## config.mk

```make
export PLATFORM = sky130hd
export DESIGN_NAME = bool_sweep_gen
export DESIGN_NICKNAME = d
export VERILOG_FILES = /design/src/rtl/bool_sweep_gen.sv
export SDC_FILE = /design/constraint.sdc
export NUM_CORES = 1
export LEC_CHECK = 0
export BUFFER_PORTS_ARGS = -buffer_cell sky130_fd_sc_hd__buf_2
export CORE_ASPECT_RATIO = 1.75
export CORE_UTILIZATION = 30
export CTS_CLUSTER_SIZE = 10
export DETAILED_ROUTE_END_ITERATION = 10
export GPL_ROUTABILITY_DRIVEN = 0
export MAX_ROUTING_LAYER = met4
export PLACE_DENSITY = 0.47
export SETUP_SLACK_MARGIN = 0.4
export SLEW_MARGIN = 20
export SYNTH_ARGS = -nofsm -noshare
export SYNTH_HDL_FRONTEND = slang
export SYNTH_SLANG_ARGS = --single-unit
```

## constraint.sdc

```tcl
create_clock -name clk -period 2.3 [get_ports clk]
set_input_delay 0.115 -clock clk [delete_from_list [all_inputs] [get_ports clk]]
set_output_delay 0.115 -clock clk [all_outputs]
set_load 0.03 [all_outputs]
```

## src/rtl/bool_sweep_gen.sv

```systemverilog
// Purpose: sweeps every N_IN-bit input vector (binary or Gray order) into a function under test and scores its response against TRUTH.
// Latency: done rises 2^N_IN*HOLD edges after the start-accept edge (the accept edge itself counting as edge 1 of 2^N_IN*HOLD+1).
// Backpressure: none; start is only honoured in IDLE or DONE and ignored while a sweep is running.
module bool_sweep_gen #(
    parameter int                     N_IN  = 3,
    parameter int                     HOLD  = 5,
    parameter logic [(1<<N_IN)-1:0]   TRUTH = 8'b1110_1000
) (
    input  logic              clk,
    input  logic              rst,
    input  logic              start,
    input  logic              mode,
    input  logic              func_out,
    output logic [N_IN-1:0]   vec_out,
    output logic              vec_valid,
    output logic              busy,
    output logic              done,
    output logic              pass,
    output logic [N_IN:0]     mismatch_cnt,
    output logic [N_IN-1:0]   first_fail,
    output logic              first_fail_valid
);

    typedef enum logic [1:0] {
        IDLE  = 2'd0,
        APPLY = 2'd1,
        DONE  = 2'd2
    } state_t;

    localparam logic [N_IN-1:0] LAST_IDX  = '1;
    localparam logic [7:0]      HOLD_LAST = 8'(HOLD - 1);

    state_t            state;
    logic              mode_q;
    logic [N_IN-1:0]   index;
    logic [7:0]        hold_cnt;

    logic              sample;
    logic              miss;
    logic [N_IN:0]     mm_next;

    // Index to applied vector: straight count or reflected Gray code.
    function automatic logic [N_IN-1:0] map_vec(input logic [N_IN-1:0] idx, input logic gray);
        return gray ? (idx ^ (idx >> 1)) : idx;
    endfunction

    // Sample-cycle detection and the mismatch count including this cycle's result.
    always_comb begin
        sample  = (state == APPLY) && (hold_cnt == HOLD_LAST);
        miss    = sample && (func_out != TRUTH[vec_out]);
        mm_next = mismatch_cnt + (N_IN+1)'(miss);
    end

    // Sweep FSM with all outputs registered.
    always_ff @(posedge clk or posedge rst) begin
        if (rst) begin
            state            <= IDLE;
            mode_q           <= 1'b0;
            index            <= '0;
            hold_cnt         <= '0;
            vec_out          <= '0;
            vec_valid        <= 1'b0;
            busy             <= 1'b0;
            done             <= 1'b0;
            pass             <= 1'b0;
            mismatch_cnt     <= '0;
            first_fail       <= '0;
            first_fail_valid <= 1'b0;
        end else begin
            case (state)
                IDLE, DONE: begin
                    if (start) begin
                        state            <= APPLY;
                        mode_q           <= mode;
                        index            <= '0;
                        hold_cnt         <= '0;
                        vec_out          <= '0;
                        vec_valid        <= 1'b1;
                        busy             <= 1'b1;
                        done             <= 1'b0;
                        pass             <= 1'b0;
                        mismatch_cnt     <= '0;
                        first_fail       <= '0;
                        first_fail_valid <= 1'b0;
                    end
                end
                APPLY: begin
                    if (sample) begin
                        mismatch_cnt <= mm_next;
                        if (miss && !first_fail_valid) begin
                            first_fail       <= vec_out;
                            first_fail_valid <= 1'b1;
                        end
                        hold_cnt <= '0;
                        if (index == LAST_IDX) begin
                            // Last vector scored: stop here, vec_out keeps the final vector.
                            state     <= DONE;
                            vec_valid <= 1'b0;
                            busy      <= 1'b0;
                            done      <= 1'b1;
                            pass      <= (mm_next == '0);
                        end else begin
                            index   <= index + N_IN'(1);
                            vec_out <= map_vec(index + N_IN'(1), mode_q);
                        end
                    end else begin
                        hold_cnt <= hold_cnt + 8'd1;
                    end
                end
                default: begin
                    state <= IDLE;
                end
            endcase
        end
    end

endmodule

```

Yosys cells after proc, flatten, opt, wreduce, memory -nomap -nowiden. Memory sizes are Yosys's and may differ from the RTL's. Index checks and enable logic that the tools add are counted. Widths: inputs -> output; s select.

Flip-flop bits (word level): 28. Bits in read-only memories: 8. Input port bits: 5. Memories: 1.

Memory list: (no name shown) (depth 8, bits a word 1, rd ports 1, clocked after memory_dff 0, write ports 0, RTL line 50) `miss = sample && (func_out != TRUTH[vec_out]);`.

Add/subtract/negate cells: 3. Magnitude comparators: 1. Equal/unequal tests: 10. Muxes and demuxes: 36. Bitwise operators: 1. Reductions and logical operators: 15.

Operators by type and width (count): $mux 3 (8); $pmux 3 s2 (3); $mux 8 (2); $pmux 8 s2 (1); $reduce_and 4->1 (3); $mux 1 (11); $add 8x1->8 const B (1); $eq 8x3->1 const B (1); $mux 4 (2); $pmux 1 s2 (4); $pmux 4 s2 (1); $mux 2 (3); $ne 2x2->1 const B (3); $reduce_and 3->1 (2); $add 4x1->4 (1); $logic_not 4->1 (1); $lt 3x4->1 const B (1); $ne 2x1->1 const B (2); $pmux 2 s2 (1); $reduce_and 2->1 (2); $add 3x1->3 const B (1); $eq 3x3->1 const B (1); $logic_and 1x1->1 (3); $xor 3x2->3 (1); 7 further kinds (7).

Logic depth before layout (Yosys ltp). Gate-level depths: netlist of run 1.

Depth in word-level cells: 9. Mapped depth: 11. Gate-level depth less buffers: 11.

Worst setup path before layout of run 1. Ideal clock, no wire load.

Path kind: register to register. Start point: register hold_cnt[0]. End point: register pass. Library setup time: 0.110 ns. Data arrival time: 2.302 ns. Setup slack: -0.113 ns. Cell stages (with the launch flop): 12. Path buffers: 0. Clock period less this slack: 2.413 ns. Cells stage by stage: dfrtp_1 inv_1 ha_1 nor4b_4 nand3_4 nor2_1 ha_1 ha_1 and2_1 a21oi_1 o22a_1 o41ai_1.

Longest elaborated chain between the ends: 8.

RTL lines: from (decl) (RTL line 36) `logic [7:0] hold_cnt;`; from (signal assigned) (RTL line 107) `hold_cnt <= hold_cnt + 8'd1;`; $eq 8x3->1 (*) (RTL line 49) `sample = (state == APPLY) && (hold_cnt == HOLD_LAST);`; $logic_and 1x1->1 (*) (RTL line 49); $logic_and 1x1->1 (RTL line 50); $add 4x1->4 (RTL line 51) `mm_next = mismatch_cnt + (N_IN+1)'(miss);`; $logic_not 4->1 (RTL line 101) `pass <= (mm_next == '0);`; $mux 1 (RTL line 95) `if (index == LAST_IDX) begin`; $mux 1 (RTL line 88) `if (sample) begin`; $pmux 1 s2 (RTL line 70) `case (state)`; to (signal assigned) (RTL line 101); to (decl) (RTL line 18) `output logic pass,`.

Mark *: on every way between the ends. The rest lies on a longest branch, timed or not. The select of a mux whose other input is x is not followed. A chain may end at the register's enable or synchronous reset.

Worst setup path after layout of run 1. Same ends and word-level chain as after synthesis.

==> results.json, run 1 <==
{
  "rows": 33,
  "hpwl_um": 2740,
  "hold_slack_ns": 0.0316,
  "grt_pass1_vias": 1282,
  "start_util_pct": 31.1,
  "clk_latency_ns": 0.28,
  "total_power_w": 0.00191,
  "ys.warnings.count": 0,
  "die_h_um": 94.0,
  "hp-class": "in -> reg",
  "status": "complete, no violations",
  "final_cell_mix": "nand2_1 (32), dfrtp_1 (25), buf_2 (19), buf_4 (14), o21ai_0 (10)",
  "cp_data_required_time_ns": 2.49,
  "synthFlopType": "dfrtp_1",
  "finalSetupViolCount": 0,
  "synth-seq-area-share_pct": 46.6,
  "timing_worst_setup_path_type": "reg -> reg",
  "rsz0062_at_grt": "true",
  "p_leak_nw": 0.833,
  "r2r_setup_slack_ns": 0.16,
  "core_area_um2": 4670,
  "min_period_over_period_pct": 92.9,
  "power_density_nw_per_um2": 1050,
  "die_w_um": 54.6,
  "cts.sinks": 27,
  "drtIter0Drc": 9,
  "wl_um": 3620,
  "syn-cell-area_um2": 1450,
  "startpoint_type": "register",
  "grt-ovfl-total": 0,
  "area_delta_synth_final_pct": 25.8,
  "tritoncts": "yes",
  "ys_seq_elements": 27,
  "num_vias": 1201,
  "clk_pin_slew_ns": 0.10,
  "drv_cap": 0,
  "vias_per_cell": 5.15,
  "tightest_slew_ns": 0.581,
  "hold_depth": 3,
  "critPathLaunch": "hold_cnt[0]",
  "antenna_found_initial": 0,
  "ir_drop_mv": 0.698,
  "cp_max_fo": 4,
  "tns_ns": 0,
  "hold_end": "mode_q",
  "final_common_cell": "nand2_1",
  "layout.cells.non_filler": 233,
  "synth_edf_count": 0,
  "worstSetupEndpointType": "register",
  "port_buffers": 19,
  "grt_use_total_pct": 17.0,
  "diodes": 0,
  "synthArstFlopShare_pct": 100,
  "die_area_um2": 5130,
  "r2r_end": "pass",
  "cp_data_arrival_time_ns": 2.32,
  "finClkSkew_ns": 0.00268,
  "reg2reg_depth": 11,
  "worstReg2RegStart": "hold_cnt[0]",
  "hold_violations": 0,
  "period_needed_ns": 2.14,
  "synthCells": 146,
  "drtPass1Iterations": 4,
  "pin_count": 20,
  "finalNetCount": 193,
  "syn_nets": 157,
  "grt_pass1_wl_um": 5990,
  "antenna_left": 0,
  "cts.htree.levels": 1,
  "avgRoutedWirePerCell_um": 15.5,
  "ctsRootBufferMaster": "clkbuf_8",
  "drive_above_1_share_pct": 32.0,
  "synth_cell_types": 36,
  "drv_slew": 0,
  "min-delay-start": "mode",
  "drt_drc_violations_left": 0,
  "dp_cells": 222,
  "avgSynthCellArea_um2": 9.93,
  "maxSlewHeadroom_pct": 61.1,
  "clockBufferDepth": 2,
  "grt_max_degree": 16,
  "cts_buffers": 3,
  "max_freq_mhz": 468
}
## synthesized netlist by cell type, types with 2 or more instances
| library cell | instances | area share (%) |
|---|---|---|
| buf_4 | 2 | 1.0 |
| nor2_1 | 6 | 1.6 |
| ha_1 | 6 | 5.2 |
| dfrtp_1 | 27 | 47 |
| nor2b_1 | 2 | 0.86 |
| nand2_1 | 32 | 8.3 |
| a31oi_1 | 4 | 1.7 |
| o21a_1 | 2 | 1.0 |
| mux2i_1 | 9 | 6.2 |
| xor2_1 | 2 | 1.2 |
| nand4_1 | 2 | 0.86 |
| o21ai_0 | 13 | 4.5 |
| inv_1 | 4 | 1.0 |
| nand3_1 | 5 | 1.7 |
| a21oi_1 | 5 | 1.7 |
| and2_1 | 2 | 0.86 |
| nand2b_1 | 4 | 1.7 |
## through the flow
| stage | instance area [um^2] | setup slack (ns) | utilization [%] |
|---|---|---|---|
| final | 1820 | 0.163 | 39.1 |
| after global routing | 1820 | 0.0145 | 39.1 |
| after CTS | 1780 | 0.146 | 38.2 |
| after detailed placement | 1680 | 0.0360 | 36.0 |
| after global placement | 1680 | 0.0770 | 36.0 |
| after floorplan | 1490 | 0.0330 | - |
## per-layer routing
layer  up-vias  wire length, um  global-route usage (%)
met5         -                0                       -
met4         0               56                    7.05
met3         4               43                    2.27
met2        11             2180                    31.3
met1       602             1340                    16.6
li1        584                -                       -
## flip-flops by register name, summed over array words and instances (netlist names)
name              cells
done                  1
index                 3
vec_out               2
state                 2
mode_q                1
first_fail            3
pass                  1
first_fail_valid      1
hold_cnt              8
mismatch_cnt          4
busy                  1
## where the power goes
group / switching, W / internal (W)
Sequential: 0.000143 / 0.000605
Clock: 0.000159 / 0.000125
Combinational: 0.000499 / 0.000380
## cell families (layout without fill, tap and decap cells)
kind of cell,after synthesis,count (layout),share of synthesized area [%]
flops,27,27,46.6
xor+xnor,3,3,1.81
simple gates,59,59,21.6
compound gates,33,33,14.2
buf+inv,8,43,3.80
mux,9,9,6.21
fa+ha+maj,7,7,5.87
## critical path: stages, from the launching register on
cell and delay (ns):
dfrtp_1 0.40, inv_2 0.08, ha_4 0.12, nor4b_4 0.26
nand3_4 0.12, nor2_4 0.12, ha_4 0.15, ha_4 0.14
and2_1 0.12, a21oi_1 0.06, o22a_1 0.20, o41ai_2 0.26
## timing repair
action / 4_1_cts / 5_1_grt
hold buffers: 1 / 0
cloned: 0 / 0
endpoints found under the hold margin: 14 / 0
endpoints found under the setup margin: 2 / 4
pin swaps: 3 / 3
gates resized for setup: 2 / 11
setup buffers: 5 / 1
## layout make-up
type,instances,area [um^2]
Clock buffer,4,45.0
Fill cell,491,2840
Inverter,4,15.0
Multi-Input combinational cell,111,800
Sequential cell,27,678
Tap cell,52,65.1
Timing Repair Buffer,35,221
## worst max path at each step
stage / to / slack [ns] / cells past startpoint
floorplan: pass / 0.03 / 11
global placement: pass / 0.08 / 9
detailed placement: pass / 0.04 / 9
CTS: pass / 0.15 / 11
global route: pass / 0.01 / 11
finish: pass / 0.16 / 11
No activity file was read; power rests on OpenSTA's default activity.
==> run 2: changes to the inputs <==
PLACE_DENSITY = 0.53   (was 0.47)
==> results.json, run 2 (synthesis results as in run 1) <==
{
  "rsz0062_at_grt": "true",
  "antenna_found_initial": 0,
  "startpoint_type": "register",
  "reg2reg_depth": 9,
  "num_vias": 1222,
  "drtPass1Iterations": 4,
  "ir_drop_mv": 0.639,
  "antenna_left": 0,
  "hold_violations": 0,
  "die_h_um": 94.0,
  "hold_end": "mode_q",
  "hold_depth": 3,
  "cp_max_fo": 5,
  "p_leak_nw": 0.830,
  "avgRoutedWirePerCell_um": 15.0,
  "grt_use_total_pct": 15.8,
  "tightest_slew_ns": 0.667,
  "vias_per_cell": 5.27,
  "grt_pass1_vias": 1259,
  "min_period_over_period_pct": 97.2,
  "final_common_cell": "nand2_1",
  "worstReg2RegStart": "vec_out[0]",
  "total_power_w": 0.00188,
  "diodes": 0,
  "period_needed_ns": 2.24,
  "min-delay-start": "mode",
  "power_density_nw_per_um2": 1050,
  "cp_data_required_time_ns": 2.47,
  "start_util_pct": 31.1,
  "r2r_setup_slack_ns": 0.06,
  "die_area_um2": 5130,
  "clk_pin_slew_ns": 0.10,
  "finalNetCount": 192,
  "clk_latency_ns": 0.28,
  "drt_drc_violations_left": 0,
  "status": "complete, no violations",
  "cts.sinks": 27,
  "pin_count": 20,
  "tns_ns": 0,
  "rows": 33,
  "tritoncts": "yes",
  "grt-ovfl-total": 0,
  "setup_ws_ns": 0.0645,
  "ctsRootBufferMaster": "clkbuf_8",
  "finClkSkew_ns": 0.00541,
  "cts.htree.levels": 1,
  "port_buffers": 19,
  "core_area_um2": 4670,
  "place_ws_ns": 0.00483,
  "hpwl_um": 2690,
  "cp_data_arrival_time_ns": 2.41,
  "max_freq_mhz": 447,
  "area_delta_synth_final_pct": 23.7,
  "final_cell_mix": "nand2_1 (32), dfrtp_1 (25), buf_2 (19), buf_4 (14), o21ai_0 (10)",
  "cts_buffers": 3,
  "drv_slew": 0,
  "r2r_end": "pass",
  "grt_max_degree": 18,
  "largest_register_ffs": 8,
  "wl_um": 3470,
  "timing_worst_setup_path_type": "reg -> reg",
  "maxSlewHeadroom_pct": 55.5,
  "regMostFlops": "hold_cnt",
  "grt_pass1_wl_um": 5780,
  "drv_cap": 0,
  "hp-class": "in -> reg",
  "drive_above_1_share_pct": 29.4,
  "clockBufferDepth": 2,
  "drtIter0Drc": 15,
  "die_w_um": 54.6,
  "worstSetupEndpointType": "register",
  "finalSetupViolCount": 0,
  "largest_registers": "hold_cnt x8, mismatch_cnt x4"
}
## run 2: cell types whose count changed in the layout (fill, tap and decap cells not counted), sizes merged
cell    change
buf         -1
clkbuf      -1
clkinv      +1
## run 2: routing by layer
metal | GRT usage (%) | up-vias | wire (um)
li1 | - | 575 | -
met1 | 16.9 | 604 | 1270
met2 | 28.5 | 32 | 2040
met3 | 1.78 | 11 | 86
met4 | 5.34 | 0 | 78
met5 | - | - | 0
## run 2: timing repair
item                                    in CTS  in global routing
setup buffers                                2                  3
gates resized for setup                      1                  5
hold endpoints to repair                    16                  0
endpoints found under the setup margin       3                  5
hold buffers                                 1                  0
pin swaps                                    1                  1
## run 2: worst max path at each step
stage	to	startpoint	slack, ns
after global placement	pass	vec_out[0]	0.09
after detailed placement	pass	vec_out[0]	0.005
after floorplan	pass	hold_cnt[0]	0.03
after global routing	pass	hold_cnt[1]	-0.03
final	pass	vec_out[0]	0.06
after CTS	pass	hold_cnt[1]	0.08
## run 2: through the flow
step	util [%]	std cells	cell area [um^2]	hold WS, ns
2_1_floorplan	-	146	1490	0.168
3_3_place_gp	36.0	222	1680	0.225
3_5_place_dp	36.0	222	1680	0.250
4_1_cts	37.7	229	1760	0.0333
5_1_grt	38.5	232	1790	0.0431
6_report	38.5	232	1790	0.0295
## run 2: report_power, final
part | switching (W) | internal [W] | total, W | leakage, nW
Clock | 0.000155 | 0.000122 | 0.000277 | 0.0255
Sequential | 0.000145 | 0.000604 | 0.000749 | 0.350
Combinational | 0.000484 | 0.000368 | 0.000853 | 0.454
Total | 0.000785 | 0.00109 | 0.00188 | 0.830
## run 2: cell type report
cell class	count	area (um^2)
Tap cell	52	65.1
Clock buffer	3	41.3
Sequential cell	27	678
Clock inverter	1	5.00
Inverter	4	15.0
Multi-Input combinational cell	111	779
Timing Repair Buffer	34	210
Fill cell	469	2870
## run 2: worst max-delay path, stage by stage, from the launching register on
cell     delay, ns
dfrtp_2       0.43
maj3_1        0.39
xnor2_2       0.17
nor2_4        0.14
ha_4          0.17
ha_4          0.15
and2_1        0.13
a21oi_1       0.06
o22a_1        0.20
o41ai_2       0.28
